===== src/rtl/adv_timer_cmd_sched.sv =====
// Command scheduler for the adv_timer instances. Commands are queued with
// a timer mask, an operation and a delay. Each command waits out its delay
// and then drives a one-cycle cfg_* pulse to every selected timer, all in
// the same cycle.
module adv_timer_cmd_sched #(
  parameter int N_TIMERS = 4,
  parameter int DEPTH    = 4,
  parameter int DLY_W    = 16
) (
  input  logic                       HCLK,
  input  logic                       HRESETn,
  input  logic                       cmd_valid_i,
  output logic                       cmd_ready_o,
  input  logic [N_TIMERS-1:0]        cmd_mask_i,
  input  logic [2:0]                 cmd_op_i,
  input  logic [DLY_W-1:0]           cmd_delay_i,
  input  logic                       flush_i,
  output logic [N_TIMERS-1:0]        cfg_start_o,
  output logic [N_TIMERS-1:0]        cfg_stop_o,
  output logic [N_TIMERS-1:0]        cfg_rst_o,
  output logic [N_TIMERS-1:0]        cfg_update_o,
  output logic [N_TIMERS-1:0]        cfg_arm_o,
  output logic                       busy_o,
  output logic [$clog2(DEPTH+1)-1:0] level_o,
  output logic                       done_o,
  output logic                       err_o
);

  localparam int LVL_W = $clog2(DEPTH + 1);
  localparam int PTR_W = (DEPTH > 1) ? $clog2(DEPTH) : 1;

  localparam logic [2:0] OP_START  = 3'd0;
  localparam logic [2:0] OP_STOP   = 3'd1;
  localparam logic [2:0] OP_RST    = 3'd2;
  localparam logic [2:0] OP_UPDATE = 3'd3;
  localparam logic [2:0] OP_ARM    = 3'd4;

  typedef enum logic [1:0] {
    S_IDLE,
    S_WAIT,
    S_ISSUE
  } state_e;

  typedef struct packed {
    logic [N_TIMERS-1:0] mask;
    logic [2:0]          op;
    logic [DLY_W-1:0]    delay;
  } cmd_t;

  // Queue storage and bookkeeping
  cmd_t                fifo_mem_q [DEPTH];
  logic [PTR_W-1:0]    wr_ptr_q, wr_ptr_d;
  logic [PTR_W-1:0]    rd_ptr_q, rd_ptr_d;
  logic [LVL_W-1:0]    level_q, level_d;

  // Scheduler state and the command currently being timed
  state_e              state_q, state_d;
  logic [N_TIMERS-1:0] wk_mask_q, wk_mask_d;
  logic [2:0]          wk_op_q, wk_op_d;
  logic [DLY_W-1:0]    cnt_q, cnt_d;
  logic                err_q, err_d;

  logic                full;
  logic                accept;
  logic                op_legal;
  logic                push;
  logic                pop;
  cmd_t                cmd_in;
  cmd_t                head;

  assign full     = (level_q == LVL_W'(DEPTH));
  assign accept   = cmd_valid_i && !full;
  assign op_legal = (cmd_op_i <= OP_ARM);
  // A flush swallows a same-edge accept entirely, including its error flag.
  assign push     = accept && op_legal && !flush_i;
  assign cmd_in   = '{mask: cmd_mask_i, op: cmd_op_i, delay: cmd_delay_i};
  assign head     = fifo_mem_q[rd_ptr_q];

  // Next-state logic: scheduler FSM, pop request and working-register loads
  always_comb begin
    // NOTE: every signal written here gets a default first so no latch is inferred.
    state_d   = state_q;
    wk_mask_d = wk_mask_q;
    wk_op_d   = wk_op_q;
    cnt_d     = cnt_q;
    pop       = 1'b0;
    if (flush_i) begin
      // A WAIT in progress is dropped; an ISSUE cycle has already shown its pulses.
      state_d = S_IDLE;
    end else begin
      unique case (state_q)
        S_IDLE: begin
          if (level_q != '0) begin
            pop       = 1'b1;
            wk_mask_d = head.mask;
            wk_op_d   = head.op;
            cnt_d     = head.delay;
            state_d   = S_WAIT;
          end
        end
        S_WAIT: begin
          if (cnt_q == '0) state_d = S_ISSUE;
          else             cnt_d   = cnt_q - 1'b1;
        end
        S_ISSUE: state_d = S_IDLE;
        default: state_d = S_IDLE;
      endcase
    end
  end

  // Queue pointer and occupancy update; a flush empties the queue outright
  always_comb begin
    wr_ptr_d = wr_ptr_q;
    rd_ptr_d = rd_ptr_q;
    level_d  = level_q;
    err_d    = accept && !op_legal && !flush_i;
    if (flush_i) begin
      wr_ptr_d = '0;
      rd_ptr_d = '0;
      level_d  = '0;
    end else begin
      if (push) wr_ptr_d = (wr_ptr_q == PTR_W'(DEPTH - 1)) ? '0 : wr_ptr_q + 1'b1;
      if (pop)  rd_ptr_d = (rd_ptr_q == PTR_W'(DEPTH - 1)) ? '0 : rd_ptr_q + 1'b1;
      if (push && !pop)      level_d = level_q + 1'b1;
      else if (pop && !push) level_d = level_q - 1'b1;
    end
  end

  // Control and status registers
  always_ff @(posedge HCLK or negedge HRESETn) begin
    if (!HRESETn) begin
      state_q   <= S_IDLE;
      wk_mask_q <= '0;
      wk_op_q   <= OP_START;
      cnt_q     <= '0;
      wr_ptr_q  <= '0;
      rd_ptr_q  <= '0;
      level_q   <= '0;
      err_q     <= 1'b0;
    end else begin
      // NOTE: sequential state uses non-blocking assignment so every flop samples pre-edge values.
      state_q   <= state_d;
      wk_mask_q <= wk_mask_d;
      wk_op_q   <= wk_op_d;
      cnt_q     <= cnt_d;
      wr_ptr_q  <= wr_ptr_d;
      rd_ptr_q  <= rd_ptr_d;
      level_q   <= level_d;
      err_q     <= err_d;
    end
  end

  // Queue payload storage, written on push only
  always_ff @(posedge HCLK) begin
    // NOTE: payload storage is not reset; entries are only read after being written, as tracked by level_q.
    if (push) fifo_mem_q[wr_ptr_q] <= cmd_in;
  end

  // Pulse decode: only the vector matching the working op carries the mask
  always_comb begin
    cfg_start_o  = '0;
    cfg_stop_o   = '0;
    cfg_rst_o    = '0;
    cfg_update_o = '0;
    cfg_arm_o    = '0;
    if (state_q == S_ISSUE) begin
      unique case (wk_op_q)
        OP_START:  cfg_start_o  = wk_mask_q;
        OP_STOP:   cfg_stop_o   = wk_mask_q;
        OP_RST:    cfg_rst_o    = wk_mask_q;
        OP_UPDATE: cfg_update_o = wk_mask_q;
        OP_ARM:    cfg_arm_o    = wk_mask_q;
        default:   ;
      endcase
    end
  end

  assign cmd_ready_o = !full;
  assign level_o     = level_q;
  assign busy_o      = (state_q != S_IDLE) || (level_q != '0);
  assign done_o      = (state_q == S_ISSUE);
  assign err_o       = err_q;

endmodule

===== config.mk =====
export PLATFORM = sky130hd
export DESIGN_NAME = adv_timer_cmd_sched
export DESIGN_NICKNAME = d
export VERILOG_FILES = /design/src/rtl/adv_timer_cmd_sched.sv
export SDC_FILE = /design/constraint.sdc
export NUM_CORES = 1
export LEC_CHECK = 0
export ABC_AREA = 1
export CAP_MARGIN = 20
export CORE_MARGIN = 2
export CORE_UTILIZATION = 57
export CTS_CLUSTER_SIZE = 28
export DETAILED_ROUTE_END_ITERATION = 7
export GPL_TIMING_DRIVEN = 0
export PLACE_DENSITY = 0.86
export SYNTH_ARGS = -nofsm -noshare
export SYNTH_HDL_FRONTEND = slang
export SYNTH_SLANG_ARGS = --single-unit

===== constraint.sdc =====
create_clock -name HCLK -period 3.4 [get_ports HCLK]
set_input_delay 0.68 -clock HCLK [delete_from_list [all_inputs] [get_ports HCLK]]
set_output_delay 0.68 -clock HCLK [all_outputs]
set_load 0.05 [all_outputs]

==> results of run 1 <==
[through the flow]
stage                     utilization, %  area, um2
after global placement             65.59       6352
after floorplan                        -       5655
after CTS                          72.96       7066
after detailed placement           66.40       6430
after global routing               72.96       7066
final                              72.96       7066
[area by class of cell]
| class | count | area, um2 | area share, % |
|---|---|---|---|
| flip-flops and latches | 125 | 3588 | 50.79 |
| multi-input cells | 378 | 1813 | 25.66 |
| repair buffers | 57 | 598.1 | 8.465 |
| clock buffers | 17 | 414.1 | 5.862 |
| clock inverters | 15 | 221.5 | 3.134 |
| well taps | 133 | 166.4 | 2.355 |
| inverters | 39 | 146.4 | 2.072 |
| plain buffers | 22 | 117.6 | 1.665 |
[sequential cells by signal, indices dropped and copies added (netlist names), 2 cells and up]
name	flops
wk_mask_q	4
rd_ptr_q	2
cnt_q	16
fifo_mem_q	92
level_o	3
wk_op_q	3
state_q	2
wr_ptr_q	2
[per-layer routing]
layer / GRT usage (%) / vias up
li1: - / 2063
met1: 33.82 / 2182
met2: 45.88 / 302
met3: 8.999 / 64
met4: 13.51 / 2
met5: 0 / -
[worst max path at each step]
stage,from,endpoint,depth (start not counted)
5_1_grt,state_q[1],cfg_rst_o[0],5
3_5_place_dp,flush_i,fifo_mem_q[2][10],7
3_3_place_gp,flush_i,fifo_mem_q[3][2],6
2_1_floorplan,level_o[0],fifo_mem_q[0][0],6
4_1_cts,state_q[1],cfg_rst_o[0],5
6_report,state_q[1],cfg_rst_o[0],5
[placed cells by master, fill, tap and decap left out, types with 3 or more instances in the layout]
| master | synthesis | final |
|---|---|---|
| nor3_1 | 4 | 4 |
| nor2_1 | 92 | 88 |
| o211ai_1 | 4 | 4 |
| nor2_2 | 3 | 7 |
| o21ai_1 | 6 | 6 |
| bufinv_16 | 0 | 5 |
| buf_8 | 1 | 4 |
| o22ai_1 | 11 | 11 |
| clkinv_4 | 0 | 4 |
| inv_1 | 36 | 36 |
| nand3_1 | 37 | 37 |
| a21oi_1 | 5 | 5 |
| ha_1 | 6 | 6 |
| nand2_1 | 126 | 126 |
| nand2_2 | 3 | 3 |
| inv_2 | 3 | 3 |
| o21ai_0 | 58 | 58 |
| clkdlybuf4s50_1 | 0 | 52 |
| nand3_2 | 4 | 4 |
| buf_2 | 13 | 14 |
| edfxtp_1 | 92 | 92 |
| clkbuf_1 | 7 | 7 |
| clkinvlp_4 | 0 | 3 |
| dfrtp_1 | 33 | 33 |
| clkbuf_16 | 0 | 16 |
[cell families after synthesis]
| group | after synthesis |
|---|---|
| xor+xnor | 2 |
| flops | 125 |
| fa+ha+maj | 7 |
| simple gates | 281 |
| compound gates | 88 |
| buf+inv | 61 |
[power groups by stage]
stage	registers (mW)	logic, mW	clock network (mW)
after floorplan	2.06	1.31	0
after global placement	2.04	1.83	0
after detailed placement	2.05	1.90	0
after CTS	2.03	1.97	1.93
after global routing	2.06	2.22	2.00
final	2.04	2.01	1.92
==> impl_metrics.json, run 1 <==
{
  "outcome": "finished, violations left",
  "violations": "DRC",
  "vias": 4613,
  "boundaryPins": 54,
  "synth-seq-cells": 125,
  "path_class": "flip-flop to output port",
  "netlist_instances": 564,
  "cts_buffer_depth": 2,
  "synth_most_common_cell": "nand2_1",
  "cp_top_family": "buffers and inverters",
  "pwr-share-comb_pct": 33.7,
  "yosysTopAreaCell": "edfxtp_1",
  "p_sw_mw": 2.235,
  "routed.top_layer": "met5",
  "grt_util_all_layers_pct": 28.04,
  "cts_hold_buf": 0,
  "hold_violations": 0,
  "synth_edf_count": 92,
  "grt_max_degree": 34,
  "grt_overflow": 0,
  "drive_gt1_share_pct": 11.64,
  "fill_cells": 611,
  "grt_pass1_wl_um": 23030,
  "hpwl_um": 9019,
  "syn_area_per_cell_um2": 10.03,
  "detail_route.wirelength.met1_um": 5580,
  "drtPass1Iterations": 8,
  "diodes": 0,
  "ctsResizeCount": 0,
  "synth_flop_cell": "edfxtp_1",
  "ys_seq_area_share_pct": 63.45,
  "gp_congestion": 0.8718,
  "clock-skew-final_ns": 0.007058,
  "wirelength_um": 14520,
  "clk_pin_slew_ns": 0.06,
  "synth-xor-area-share_pct": 0.3097,
  "die_h_um": 103.6,
  "fmax_ghz": 0.3257,
  "total_power_mw": 5.974,
  "startpoint_type": "flip-flop",
  "yosysUniqueCellTypes": 34,
  "grt_pass1_vias": 4609,
  "pwr-share-seq_pct": 34.1,
  "numCtsBuffers": 17,
  "min_period_ns": 3.071,
  "drt_iter0_drc": 572,
  "die_area_um2": 10740,
  "synth_top_family_by_area": "simple AND/OR/NAND/NOR gates",
  "swShare_pct": 37.41,
  "critPathSlowestCell": "clkdlybuf4s50_1",
  "muxShareOfSynthArea_pct": 0,
  "power_density_nw_per_um2": 845.6,
  "layout.nets": 674,
  "cts_root_buffer": "clkbuf_8",
  "drtAntennaViolNets": 0,
  "wl_met3_um": 1274,
  "yosys-top-cells-area": "edfxtp_1 49%, dfrtp_1 15%, nand2_1 8.4%",
  "reg2reg_depth": 6,
  "avgViaCountPerCell": 5.869,
  "wl_met2_um": 7223,
  "setup_ws_ns": 0.3294,
  "port_buffers": 53,
  "timing.rr.start": "level_o[2]",
  "synth-async-reset-ratio_pct": 26.40,
  "area_growth_pct": 24.93,
  "cts.sink_count": 125,
  "finalCritPeriodShare_pct": 90.31,
  "crit_top_cell": "nor2_1",
  "cts_tree": "done",
  "pre_cts_ws_ns": 0.1497,
  "fp.coreArea_um2": 9684,
  "arrival_ns": 2.39,
  "power_leakage_nw": 2.756,
  "rows": 36,
  "synth-adder-area-share_pct": 1.681,
  "worstSetupEndpointType": "output port",
  "yosys_warnings": 0,
  "max_slew_margin_pct": 45.60,
  "setup_viol": 0,
  "dp.cells": 754,
  "htreeDepth": 4,
  "worst_pin_slew_ns": 0.8151,
  "drv_cap": 0,
  "rsz0062_at_grt": "no",
  "drc": 1,
  "holdCritPathClass": "input port to async pin",
  "clk-insertion-delay-late_ns": 0.53,
  "ff2ff_setup_slack_ns": 0.92,
  "clock_power_share_pct": 32.2,
  "final_cells": 786,
  "syn_nets": 598,
  "finalSetupTns_ns": 0,
  "start_util_pct": 58.40,
  "timing.hold.ws_ns": 0.2348,
  "crit_path_max_fanout": 5,
  "synth_common_cells": "126 x nand2_1, 92 x edfxtp_1, 92 x nor2_1, 58 x o21ai_0, 37 x nand3_1",
  "peakVddDrop_uv": 490.6,
  "synth_top_cell_area_share_pct": 48.85,
  "r2r-end": "fifo_mem_q[2][13]",
  "wl_per_cell_um": 18.47,
  "critPathBufInv": 2,
  "crit_chain": "inv_1 -> nor2_1 -> nand2_1 -> nor2_1 -> clkdlybuf4s50_1",
  "antenna_found_initial": 1,
  "synth_simple_gate_area_share_pct": 21.42,
  "drv_slew": 0,
  "synth-compound-area-share_pct": 8.473,
  "die_x_um": 103.6,
  "synthesis.area_um2": 5655,
  "crit_required_ns": 2.72,
  "internal_power_mw": 3.739,
  "postCtsSetupBuffers": 0,
  "critPathMaxStageDelay_ns": 0.82
}
No activity file was read; power rests on OpenSTA's default activity.
==> inputs of run 2 (changes only) <==
Settings changed: CELL_PAD_IN_SITES_DETAIL_PLACEMENT set to 1, CELL_PAD_IN_SITES_GLOBAL_PLACEMENT set to 1, CORE_UTILIZATION 57 to 45, PLACE_DENSITY 0.86 to 0.87.
==> run 2 against run 1 <==
Net effect: largest power group is now combinational cells; setup slack got worse by 0.029 ns; the run now ends clean; wire length rose by 25%; highest routed layer is now met4; sequential cell count did not move; cell area rose by 0.96%; sequential share of layout area fell by 0.48 points; core utilization fell by 14 points; critical path type is now input port to flip-flop.
==> impl_metrics.json, run 2 (synthesis gave the netlist of run 1 again) <==
{
  "outcome": "finished clean",
  "die_x_um": 116.1,
  "cts_buffer_depth": 2,
  "drv_cap": 0,
  "postCtsSetupBuffers": 0,
  "area_growth_pct": 26.13,
  "clk_pin_slew_ns": 0.06,
  "finalCritPeriodShare_pct": 91.17,
  "largest_reg_flops": 92,
  "dp.cells": 789,
  "boundaryPins": 54,
  "final_cell_mix": "126 x nand2_1, 92 x edfxtp_1, 88 x nor2_1, 58 x o21ai_0, 52 x clkdlybuf4s50_1",
  "top_regs": "fifo_mem_q: 92 flops, cnt_q: 16 flops, wk_mask_q: 4 flops",
  "diodes": 0,
  "power_density_nw_per_um2": 859.3,
  "grt_pass1_wl_um": 28460,
  "clk-insertion-delay-late_ns": 0.42,
  "drive_gt1_share_pct": 11.64,
  "critPathSlowestCell": "nor2_2",
  "worst_pin_slew_ns": 0.8795,
  "pwr-share-comb_pct": 35.0,
  "pre_cts_ws_ns": 0.03587,
  "htreeDepth": 4,
  "internal_power_mw": 3.705,
  "hpwl_um": 11420,
  "cp_top_family": "simple AND/OR/NAND/NOR gates",
  "swShare_pct": 39.56,
  "grt_pass1_vias": 5066,
  "vias": 4653,
  "min_period_ns": 3.100,
  "post_dp_cell_area_um2": 6511,
  "total_power_mw": 6.130,
  "path_class": "input port to flip-flop",
  "crit_chain": "clkdlybuf4s50_1 -> o21ai_0 -> inv_1 -> nor2_1 -> inv_1 -> nor2_2 -> buf_16",
  "cts_hold_buf": 0,
  "finalSetupTns_ns": 0,
  "timing.hold.ws_ns": 0.3388,
  "crit_top_cell": "inv_1",
  "rows": 40,
  "grt_util_all_layers_pct": 29.05,
  "die_area_um2": 13480,
  "holdCritPathClass": "input port to async pin",
  "start_util_pct": 46.50,
  "pwr-share-seq_pct": 33.4,
  "numCtsBuffers": 17,
  "ctsResizeCount": 0,
  "drt_iter0_drc": 437,
  "arrival_ns": 3.23,
  "fp.coreArea_um2": 12160,
  "antenna_found_initial": 0,
  "worstSetupEndpointType": "flip-flop",
  "crit_path_max_fanout": 13,
  "grt_overflow": 0,
  "final_area_um2": 7133,
  "avgViaCountPerCell": 5.667,
  "startpoint_type": "input port",
  "layout.nets": 674,
  "power_leakage_nw": 2.753,
  "rsz0062_at_grt": "no",
  "cts.sink_count": 125,
  "drc": 0,
  "cts_root_buffer": "clkbuf_16",
  "crit_required_ns": 3.53,
  "final_cells": 821,
  "p_sw_mw": 2.425,
  "grt_max_degree": 34,
  "setup_viol": 0,
  "die_h_um": 116.1,
  "wirelength_um": 18160,
  "drtPass1Iterations": 5,
  "setup_ws_ns": 0.3001,
  "cts_tree": "done",
  "final_common_cell": "nand2_1",
  "gp_congestion": 0.8932,
  "drtAntennaViolNets": 0,
  "peakVddDrop_uv": 485.9,
  "finalCoreUtilization_pct": 58.65,
  "fmax_ghz": 0.3226,
  "critPathMaxStageDelay_ns": 0.72,
  "port_buffers": 53,
  "clock-skew-final_ns": 0.007314,
  "largest-register": "fifo_mem_q",
  "wl_per_cell_um": 22.12,
  "max_slew_margin_pct": 41.31,
  "critPathBufInv": 4,
  "clock_power_share_pct": 31.6,
  "fill_cells": 1301,
  "drv_slew": 0,
  "hold_violations": 0
}
## run 2: cell count changes in the layout (fill, tap and decap cells not counted)
cell	before	now
inv_6	0	1
clkinvlp_4	3	6
clkbuf_8	1	0
bufinv_16	5	4
clkinv_4	4	1
clkbuf_16	16	17
buf_8	4	1
buf_16	1	4
## run 2: worst paths after layout
kind                                    end    startpoint  cells past startpoint  slack [ns]
setup / recovery           fifo_mem_q[3][4]   cmd_op_i[1]                      7        0.30
min in group HCLK              wk_mask_q[0]  wk_mask_q[0]                      2        0.49
hold / removal                     cnt_q[9]       HRESETn                      1        0.34
max in group asynchronous        state_q[0]       HRESETn                      1        2.53
setup reg to reg           fifo_mem_q[3][4]    level_o[2]                      6        0.71
hold reg to reg                wk_mask_q[0]  wk_mask_q[0]                      2        0.49
## run 2: layout make-up
cell class	instances	area, um2	share of cell area [%]
tap	168	210.2	2.947
sequential	125	3588	50.31
clock buffer	17	425.4	5.964
multi-input combinational	378	1813	25.42
clock inverter	15	196.4	2.754
timing repair buffer	57	635.6	8.911
inverter	39	146.4	2.052
buffer	22	117.6	1.649
## run 2: routing by layer
layer	vias to the layer above	routed length, um	GRT usage (%)
li1	2063	-	-
met1	2324	7169	34.69
met2	226	9385	50.64
met3	40	1132	7.006
met4	0	474	12.06
met5	-	0	0
## run 2: power groups by stage
stage	logic [mW]	clock network (mW)	registers [mW]
final	2.15	1.93	2.05
after floorplan	1.31	0	2.06
after CTS	2.12	1.94	2.04
after global placement	1.86	0	2.05
after detailed placement	2.01	0	2.06
after global routing	2.34	2.01	2.07
==> inputs of run 3 (changes only) <==
--- a/config.mk
+++ b/config.mk
@@ -8,12 +8,10 @@
 export ABC_AREA = 1
 export CAP_MARGIN = 20
-export CELL_PAD_IN_SITES_DETAIL_PLACEMENT = 1
-export CELL_PAD_IN_SITES_GLOBAL_PLACEMENT = 1
 export CORE_MARGIN = 2
-export CORE_UTILIZATION = 45
+export CORE_UTILIZATION = 57
 export CTS_CLUSTER_SIZE = 28
 export DETAILED_ROUTE_END_ITERATION = 7
 export GPL_TIMING_DRIVEN = 0
-export PLACE_DENSITY = 0.87
+export PLACE_DENSITY = 0.86
 export SYNTH_ARGS = -nofsm -noshare
 export SYNTH_HDL_FRONTEND = slang
==> constraint.sdc (replaced) <==
create_clock -name HCLK -period 3.4 [get_ports HCLK]
set_input_delay 0.34 -clock HCLK [delete_from_list [all_inputs] [get_ports HCLK]]
set_output_delay 0.34 -clock HCLK [all_outputs]
set_load 0.05 [all_outputs]
==> run 3 against run 2 <==
Net effect: clock-buffer cell count unchanged; critical endpoint is now cfg_rst_o[0]; combinational power down 6%; die area down 20%; non-clock buffer count up 1; fmax up 14%; core utilization up 14 points; register-to-register slack better by 0.23 ns.
==> impl_metrics.json, run 3 (synthesis gave the netlist of run 1 again) <==
{
  "grt_pass1_wl_um": 23090,
  "crit_path_max_fanout": 5,
  "critPathSlowestCell": "clkdlybuf4s50_1",
  "fill_cells": 610,
  "die_h_um": 103.6,
  "boundaryPins": 54,
  "vias": 4612,
  "final_common_cell": "nand2_1",
  "clock-skew-final_ns": 0.007493,
  "pwr-share-seq_pct": 34.1,
  "antenna_found_initial": 1,
  "top_regs": "fifo_mem_q: 92 flops, cnt_q: 16 flops, wk_mask_q: 4 flops",
  "total_power_mw": 5.978,
  "crit_top_cell": "nor2_1",
  "drtPass1Iterations": 7,
  "drive_gt1_share_pct": 11.62,
  "cts.sink_count": 125,
  "drt_iter0_drc": 611,
  "finalCritPeriodShare_pct": 80.14,
  "htreeDepth": 4,
  "die_area_um2": 10740,
  "port_buffers": 53,
  "seq_area_um2": 3588,
  "hp-start": "cmd_valid_i",
  "drc": 0,
  "timing.hold.ws_ns": 0.4182,
  "max_slew_margin_pct": 45.72,
  "numCtsBuffers": 17,
  "grt_util_all_layers_pct": 28.10,
  "drtAntennaViolNets": 0,
  "area_growth_pct": 25.11,
  "grt_pass1_vias": 4606,
  "timing.rr.start": "level_o[2]",
  "fmax_ghz": 0.3670,
  "start_util_pct": 58.40,
  "multi_input_area_um2": 1813,
  "internal_power_mw": 3.740,
  "swShare_pct": 37.44,
  "crit_required_ns": 3.06,
  "p_sw_mw": 2.238,
  "cts_root_buffer": "clkbuf_8",
  "clk-insertion-delay-late_ns": 0.52,
  "cp_top_family": "buffers and inverters",
  "final_cell_mix": "126 x nand2_1, 92 x edfxtp_1, 88 x nor2_1, 58 x o21ai_0, 52 x clkdlybuf4s50_1",
  "worst_pin_slew_ns": 0.8142,
  "rsz0062_at_grt": "no",
  "worstSetupEndpointType": "output port",
  "startpoint_type": "flip-flop",
  "largest-register": "fifo_mem_q",
  "power_density_nw_per_um2": 844.8,
  "grt_max_degree": 34,
  "die_x_um": 103.6,
  "pwr-share-comb_pct": 33.7,
  "cts_hold_buf": 1,
  "crit_path_start": "state_q[1]",
  "outcome": "finished clean",
  "ctsResizeCount": 0,
  "arrival_ns": 2.38,
  "drv_slew": 0,
  "crit_chain": "inv_1 -> nor2_1 -> nand2_1 -> nor2_1 -> clkdlybuf4s50_1",
  "fp.coreArea_um2": 9684,
  "cts_buffer_depth": 2,
  "rows": 36,
  "path_class": "flip-flop to output port",
  "diodes": 0,
  "gp_congestion": 0.8718,
  "power_leakage_nw": 2.761,
  "wl_per_cell_um": 18.52,
  "min_period_ns": 2.725,
  "grt_overflow": 0,
  "holdCritPathClass": "input port to flip-flop",
  "wirelength_um": 14580,
  "layout.nets": 675,
  "critPathMaxStageDelay_ns": 0.82,
  "largest_reg_flops": 92,
  "setup_viol": 0,
  "avgViaCountPerCell": 5.860,
  "peakVddDrop_uv": 489.5,
  "clk_pin_slew_ns": 0.06,
  "cts_tree": "done",
  "drv_cap": 0,
  "clock_power_share_pct": 32.2,
  "hpwl_um": 9019,
  "critPathBufInv": 2,
  "hold_violations": 0,
  "postCtsSetupBuffers": 0
}
-- run 3: layer usage --
layer  vias up  wire (um)  GRT usage [%]
met5         -         13              0
met4         2        412          13.61
met3        48       1438          8.622
li1       2065          -              -
met2       329       7161          46.31
met1      2168       5550          33.82
-- run 3: final timing paths --
kind                                         end  slack, ns  cells past startpoint
worst min-delay path                       err_o       0.42                      3
min in group asynchronous                  err_o       0.48                      2
max in group asynchronous               cnt_q[5]       2.40                      2
worst max register to register  fifo_mem_q[2][0]       0.94                      6
worst min register to register      wk_mask_q[0]       0.49                      2
worst max-delay path                cfg_rst_o[0]       0.68                      5
-- run 3: power groups by stage --
| stage | registers, mW | logic (mW) | clock network, mW |
|---|---|---|---|
| floorplan | 2.06 | 1.31 | 0 |
| global placement | 2.04 | 1.83 | 0 |
| detailed placement | 2.05 | 1.90 | 0 |
| CTS | 2.03 | 1.97 | 1.93 |
| global route | 2.06 | 2.22 | 2.00 |
| finish | 2.04 | 2.02 | 1.92 |
-- run 3: per-stage QoR --
stage / util, % / worst slack [ns] / instance area (um2) / TNS, ns / cells
after floorplan: - / 0.2330 / 5655 / 0 / 564
after global placement: 65.59 / -0.4209 / 6352 / -31.92 / 750
after detailed placement: 66.40 / 0.4897 / 6430 / 0 / 754
after CTS: 73.06 / 0.6296 / 7076 / 0 / 787
after global routing: 73.06 / 0.4939 / 7076 / 0 / 787
final: 73.06 / 0.6753 / 7076 / 0 / 787
-- run 3: layout make-up --
type | count | share of cell area, %
tap | 133 | 2.352
inverter | 39 | 2.069
clock inverter | 15 | 3.130
timing repair buffer | 58 | 8.594
sequential | 125 | 50.72
multi-input combinational | 378 | 25.62
buffer | 22 | 1.662
clock buffer | 17 | 5.853
-- run 3: worst reg2reg max path, cell delays in order (launching register included) --
cell and delay [ns]:
dfrtp_1 0.48, nand3_1 0.18, nand3_1 0.10, nor2_1 0.30, inv_1 0.20, nor2_2 0.65
buf_8 0.25
